--- config.mk ---
export PLATFORM = sky130hd
export DESIGN_NAME = multicycle_controller
export DESIGN_NICKNAME = d
export VERILOG_FILES = /design/src/rtl/riscv_ctrl_pkg.sv /design/src/rtl/alu_decoder.sv /design/src/rtl/multicycle_controller.sv
export SDC_FILE = /design/constraint.sdc
export NUM_CORES = 1
export LEC_CHECK = 0
export BUFFER_PORTS_ARGS = -buffer_cell sky130_fd_sc_hd__buf_4
export CORE_MARGIN = 2
export CORE_UTILIZATION = 40
export DETAILED_ROUTE_END_ITERATION = 10
export GPL_TIMING_DRIVEN = 0
export PLACE_DENSITY = 0.76
export SYNTH_ARGS = -nofsm -noshare
export SYNTH_HDL_FRONTEND = slang
export SYNTH_SLANG_ARGS = --single-unit
--- constraint.sdc ---
create_clock -name clk -period 1.38 [get_ports clk]
set_input_delay 0.207 -clock clk [delete_from_list [all_inputs] [get_ports clk]]
set_output_delay 0.207 -clock clk [all_outputs]
set_load 0.01 [all_outputs]
--- src/rtl/riscv_ctrl_pkg.sv ---
// Shared encodings for the multi-cycle RV32I control unit: opcodes, FSM states,
// datapath select encodings and the branch-condition helper.
package riscv_ctrl_pkg;

   localparam logic [6:0] OP_R      = 7'b0110011;
   localparam logic [6:0] OP_IALU   = 7'b0010011;
   localparam logic [6:0] OP_LOAD   = 7'b0000011;
   localparam logic [6:0] OP_STORE  = 7'b0100011;
   localparam logic [6:0] OP_BRANCH = 7'b1100011;
   localparam logic [6:0] OP_JAL    = 7'b1101111;
   localparam logic [6:0] OP_JALR   = 7'b1100111;
   localparam logic [6:0] OP_LUI    = 7'b0110111;

   typedef enum logic [3:0] {
      S_FETCH,
      S_DECODE,
      S_EXEC_R,
      S_EXEC_I,
      S_ALU_WB,
      S_MEM_ADR,
      S_MEM_RD,
      S_MEM_WB,
      S_MEM_WR,
      S_BRANCH,
      S_JAL,
      S_JALR_ADR,
      S_JALR_PC,
      S_LUI,
      S_HALT
   } state_t;

   typedef enum logic [2:0] {
      ALU_ADD = 3'b000,
      ALU_SUB = 3'b001,
      ALU_AND = 3'b010,
      ALU_OR  = 3'b011,
      ALU_SLT = 3'b100,
      ALU_XOR = 3'b101
   } alu_op_t;

   typedef enum logic [1:0] {
      SRCA_PC     = 2'b00,
      SRCA_OLD_PC = 2'b01,
      SRCA_RS1    = 2'b10,
      SRCA_ZERO   = 2'b11
   } alu_srca_t;

   typedef enum logic [1:0] {
      SRCB_RS2    = 2'b00,
      SRCB_IMM    = 2'b01,
      SRCB_FOUR   = 2'b10,
      SRCB_UNUSED = 2'b11
   } alu_srcb_t;

   typedef enum logic [1:0] {
      RES_ALUOUT  = 2'b00,
      RES_MEMDATA = 2'b01,
      RES_ALU     = 2'b10
   } result_sel_t;

   typedef enum logic [2:0] {
      IMM_I = 3'b000,
      IMM_S = 3'b001,
      IMM_B = 3'b010,
      IMM_J = 3'b011,
      IMM_U = 3'b100
   } imm_sel_t;

   // Branch decision from the sub result flags; unsupported func3 never branches
   function automatic logic branch_taken(input logic [2:0] func3,
                                         input logic zero,
                                         input logic neg);
      case (func3)
         3'b000:  return zero;
         3'b001:  return !zero;
         3'b100:  return neg;
         3'b101:  return !neg;
         default: return 1'b0;
      endcase
   endfunction

endpackage

--- src/rtl/alu_decoder.sv ---
// Maps func3/func7 to the 3-bit ALU operation; func7 only matters for R-type add/sub.
module alu_decoder
   import riscv_ctrl_pkg::*;
(
   input  logic       is_rtype,
   input  logic [2:0] func3,
   input  logic [6:0] func7,
   output logic [2:0] alu_op
);

   logic unused_func7;

   assign unused_func7 = ^{func7[6], func7[4:0]};

   always_comb begin
      alu_op = ALU_ADD;
      case (func3)
         3'b000:  alu_op = (is_rtype && func7[5]) ? ALU_SUB : ALU_ADD;
         3'b111:  alu_op = ALU_AND;
         3'b110:  alu_op = ALU_OR;
         3'b010:  alu_op = ALU_SLT;
         3'b100:  alu_op = ALU_XOR;
         default: alu_op = ALU_ADD;
      endcase
   end

endmodule

--- src/rtl/multicycle_controller.sv ---
// Moore-style control FSM for the multi-cycle RV32I datapath.
// Optional macro ILLEGAL_TRAP_EN: unknown opcodes trap into an absorbing HALT state.
module multicycle_controller
   import riscv_ctrl_pkg::*;
(
   input  logic       clk,
   input  logic       rst,
   input  logic [6:0] op,
   input  logic [2:0] func3,
   input  logic [6:0] func7,
   input  logic       zero,
   input  logic       neg,
   output logic       pc_we,
   output logic       adr_sel,
   output logic       ir_we,
   output logic       mem_we,
   output logic       reg_we,
   output logic [1:0] alu_srca,
   output logic [1:0] alu_srcb,
   output logic [2:0] alu_op,
   output logic [1:0] result_sel,
   output logic [2:0] imm_sel,
   output logic       instr_done,
   output logic       illegal
);

   state_t     state;
   state_t     state_next;
   logic       is_rtype;
   logic [2:0] dec_alu_op;

   assign is_rtype = (state == S_EXEC_R);

   alu_decoder u_alu_decoder (
      .is_rtype (is_rtype),
      .func3    (func3),
      .func7    (func7),
      .alu_op   (dec_alu_op)
   );

   always_ff @(posedge clk) begin
      if (rst) state <= S_FETCH;
      else     state <= state_next;
   end

`ifndef ILLEGAL_TRAP_EN
   assign illegal = 1'b0;
`endif

   // Outputs stay quiet during reset so an abandoned instruction issues no write
   always_comb begin
      state_next = state;
      pc_we      = 1'b0;
      adr_sel    = 1'b0;
      ir_we      = 1'b0;
      mem_we     = 1'b0;
      reg_we     = 1'b0;
      alu_srca   = SRCA_PC;
      alu_srcb   = SRCB_RS2;
      alu_op     = ALU_ADD;
      result_sel = RES_ALUOUT;
      imm_sel    = IMM_I;
      instr_done = 1'b0;
`ifdef ILLEGAL_TRAP_EN
      illegal    = 1'b0;
`endif
      if (!rst) begin
         case (state)
            S_FETCH: begin
               ir_we      = 1'b1;
               pc_we      = 1'b1;
               alu_srcb   = SRCB_FOUR;
               result_sel = RES_ALU;
               state_next = S_DECODE;
            end
            S_DECODE: begin
               alu_srca = SRCA_OLD_PC;
               alu_srcb = SRCB_IMM;
               if (op == OP_BRANCH)   imm_sel = IMM_B;
               else if (op == OP_JAL) imm_sel = IMM_J;
               case (op)
                  OP_R:                state_next = S_EXEC_R;
                  OP_IALU:             state_next = S_EXEC_I;
                  OP_LOAD, OP_STORE:   state_next = S_MEM_ADR;
                  OP_BRANCH:           state_next = S_BRANCH;
                  OP_JAL:              state_next = S_JAL;
                  OP_JALR:             state_next = S_JALR_ADR;
                  OP_LUI:              state_next = S_LUI;
`ifdef ILLEGAL_TRAP_EN
                  default:             state_next = S_HALT;
`else
                  default:             state_next = S_FETCH;
`endif
               endcase
            end
            S_EXEC_R: begin
               alu_srca   = SRCA_RS1;
               alu_op     = dec_alu_op;
               state_next = S_ALU_WB;
            end
            S_EXEC_I: begin
               alu_srca   = SRCA_RS1;
               alu_srcb   = SRCB_IMM;
               alu_op     = dec_alu_op;
               state_next = S_ALU_WB;
            end
            S_ALU_WB: begin
               reg_we     = 1'b1;
               instr_done = 1'b1;
               state_next = S_FETCH;
            end
            S_MEM_ADR: begin
               alu_srca   = SRCA_RS1;
               alu_srcb   = SRCB_IMM;
               imm_sel    = (op == OP_STORE) ? IMM_S : IMM_I;
               state_next = (op == OP_LOAD) ? S_MEM_RD : S_MEM_WR;
            end
            S_MEM_RD: begin
               adr_sel    = 1'b1;
               state_next = S_MEM_WB;
            end
            S_MEM_WB: begin
               result_sel = RES_MEMDATA;
               reg_we     = 1'b1;
               instr_done = 1'b1;
               state_next = S_FETCH;
            end
            S_MEM_WR: begin
               adr_sel    = 1'b1;
               mem_we     = 1'b1;
               instr_done = 1'b1;
               state_next = S_FETCH;
            end
            S_BRANCH: begin
               alu_srca   = SRCA_RS1;
               alu_op     = ALU_SUB;
               pc_we      = branch_taken(func3, zero, neg);
               instr_done = 1'b1;
               state_next = S_FETCH;
            end
            S_JAL: begin
               alu_srca   = SRCA_OLD_PC;
               alu_srcb   = SRCB_FOUR;
               pc_we      = 1'b1;
               state_next = S_ALU_WB;
            end
            S_JALR_ADR: begin
               alu_srca   = SRCA_RS1;
               alu_srcb   = SRCB_IMM;
               state_next = S_JALR_PC;
            end
            S_JALR_PC: begin
               alu_srca   = SRCA_OLD_PC;
               alu_srcb   = SRCB_FOUR;
               pc_we      = 1'b1;
               state_next = S_ALU_WB;
            end
            S_LUI: begin
               alu_srca   = SRCA_ZERO;
               alu_srcb   = SRCB_IMM;
               imm_sel    = IMM_U;
               state_next = S_ALU_WB;
            end
`ifdef ILLEGAL_TRAP_EN
            S_HALT: begin
               illegal    = 1'b1;
               state_next = S_HALT;
            end
`endif
            default: state_next = S_FETCH;
         endcase
      end
   end

endmodule

==> impl_results.md <==
- Worst setup timing slack at the placement stage: -0.324 ns
- Share of the yosys chip area belonging to registers: a little over a tenth
- Initial antenna violation count: 0
- Area after detailed placement: between 1000 and 1500 µm²
- Standard-cell row count: 15
- CP Launch Type: register
- Total half-perimeter wirelength after legalization and detailed placement: 1660 µm
- Root Buffer: sky130_fd_sc_hd__clkbuf_4
- Synthesized area per cell: 6.70 µm²
- Result of the run: complete, but fails checks
- Area of all placed cells without fillers: 1640 µm²
- Detail Route Antenna Nets: 0
- Mapped Cells: 110
- H-tree levels: 1
- Number of synthesized flops with an enable pin: 0
- Cell leakage power: between 0.6 and 0.7 nW
- Maximum vdd drop: 0.000334 V
- Fin crit period: 1.89 ns
- Summed instance area of the synthesized netlist: roughly 740 µm²
- Chip Height: 46.9 µm
- Ranking of synthesized cells by instance count: sky130_fd_sc_hd__nand2_1, sky130_fd_sc_hd__nor3_1, sky130_fd_sc_hd__a21oi_1
- Distinct cell type count after synthesis: 42
- Library cell with the largest summed area after synthesis: sky130_fd_sc_hd__dfxtp_1
- Antenna diode count: 0
- Net count of the mapped netlist: 131
- Crit path max fanout: 5
- Adder and majority gate portion of the synthesized area: 0%
- Average wire per standard cell: around 24 µm
- Starting DRT DRC Count: 72
- Final worst clock skew: 0.00414 ns
- Number of flip-flops under the largest register name: 4
- Xor and xnor area share after synthesis: 7.13%
- Crit. End Element: output pin
- Total number of nets in the final design: 198
- Compound-cell area share of the yosys netlist: 23.8%
- IO Count: 40
- Number of register bits inferred by synthesis: 4
- Starting Density: 42.7%
- Global Route Usage Sum: between 20 and 30%
- Overall die area: about 2200 µm²
- Proportion of synthesized flip-flops having asynchronous set or reset: 0%
- Global-route wire length before repair: around 4500 µm
- Total global routing overflow: 0
- RSZ-0062 raised after global routing: true
- Min Hold Slack: 0.315 ns
- Maximum number of pins on one net before global-route repair: 11
- Total clock buffers created by CTS: 3
- TritonCTS Sinks: 4
- Synth warn: 0
- Max-capacitance violation count: 0
- Worst Setup Slack, final: -0.506 ns
- Remaining routing DRC violations: 0
- Path type of the worst setup path: reg -> out
- Core Box Area: 1730 µm²
- Ranking of synthesized cells by area: sky130_fd_sc_hd__dfxtp_1, sky130_fd_sc_hd__nor3_1, sky130_fd_sc_hd__xnor2_1
- Number of buffers inserted by port buffering: 31
- PD cells: roughly 440 nW/µm²
- Number of vias in the routed layout: 1333
- Max-slew violation count: 0
- Violated checks: negative setup slack
- Max Freq: 530 MHz
- Register name with the most flops: state
- Top Registers: state (4)
- Final hold violations: 0
- Number of buffers on the longest clock path: 2
- Share of cells above drive strength 1: roughly 74%
- Vias in the first global route: 973
- Clk slew on worst S/H paths: 0.05 ns
- Final Routed Wirelength: about 4800 µm
- Arrival time at the worst endpoint: 1.68 ns
- Source-to-sink clock delay at the later pin of the worst-skew pair: 0.24 ns
- Synthesized-area fraction occupied by and/or/nand/nor cells: 43.6%
- Fraction of the cycle the final worst path needs: 137%
- Multiplexer share of the synthesized area: 1.36%
- Type of the most critical hold path: in -> reg
- 1st-pass router iterations: 4
- Number of setup violations in the final report: 21
- Gp weighted congestion: 0.909
- Die Span X: 46.9 µm
- Vias/cell: ~6.7
- Worst EP required: 1.17 ns
- Area added between synthesis and finish: 123%
- Commonest register cell after synthesis: sky130_fd_sc_hd__dfxtp_1
- CTS tree: done
- Power after layout: 0.722 mW
- Share of the synthesized area in the top cell type: 10.9%
- Main combinational cell family by area after synthesis: simple AND/OR/NAND/NOR gates
-- metrics by stage --
step	util [%]	instances	TNS, ns
after detailed placement	63.2	166	-1.24
after CTS	78.5	185	-4.32
final	95.2	200	-6.10
after global placement	63.2	166	-1.10
after global routing	95.2	200	-6.48
after floorplan	-	110	-0.0457
-- cell type report --
cell class | instances | area [µm²]
Inverter | 5 | 21.3
Buffer | 10 | 98.8
Sequential cell | 4 | 92.6
Timing Repair Buffer | 63 | 514
Clock buffer | 3 | 22.5
Multi-Input combinational cell | 90 | 863
Tap cell | 25 | 31.3
Fill cell | 50 | 82.6
-- repair_timing --
item	in CTS	in global routing
cloned	1	0
gates resized for setup	31	48
endpoints found under the setup margin	18	22
pin swaps	17	23
buffers inserted	15	17
hold buffers	0	0
-- routing by layer --
layer | global-route usage, % | part of all wire [%] | vias up
li1 | - | - | 526
met1 | 39.8 | 34 | 617
met2 | 48.2 | 47 | 147
met3 | 3.08 | 12 | 43
met4 | 7.22 | 6.2 | 0
met5 | 0 | 0 | -
-- worst paths after layout --
| check | cells after the start | start | slack, ns | to |
|---|---|---|---|---|
| setup / recovery | 5 | state[1] | -0.51 | imm_sel[0] |
| hold / removal | 3 | op[5] | 0.32 | state[3] |
| setup reg to reg | 7 | state[2] | -0.24 | state[2] |
| hold reg to reg | 3 | state[3] | 0.75 | state[0] |
-- cell families (layout without fill, tap and decap cells) --
kind of cell / count (synthesis) / after routing
AO/OA/AOI/OAI: 26 / 26
XOR/XNOR: 6 / 6
buffers and inverters: 16 / 81
flip-flops: 4 / 4
multiplexers: 1 / 1
other: 1 / 1
AND/OR/NAND/NOR: 56 / 56
-- placed cells by master, fill, tap and decap left out, drive strengths merged, types with 2 or more instances in the layout --
cell type	count
a31oi	2
nand3	6
nor2	9
nand2	10
nor2b	4
nand4bb	2
dfxtp	4
inv	5
a21oi	8
xnor2	5
clkbuf	4
and3	3
nor3	10
nor4	4
nand2b	3
a211oi	2
buf	72
o21ai	5
-- power breakdown --
group          switching [mW]  leakage [nW]  internal [mW]  total, mW
logic                   0.231         0.635          0.217      0.448
clock network          0.0568        0.0138         0.0979      0.155
registers             0.00284        0.0352          0.116      0.119
-- worst max-delay path, cell delays in order (launching register included) --
cell and delay (ns):
sky130_fd_sc_hd__dfxtp_4 0.34, sky130_fd_sc_hd__nand2b_4 0.18, sky130_fd_sc_hd__nor3_4 0.20, sky130_fd_sc_hd__nand3b_1 0.14, sky130_fd_sc_hd__a2111oi_4 0.39, sky130_fd_sc_hd__buf_4 0.19
Note: power is estimated with default switching activity, not from simulation.
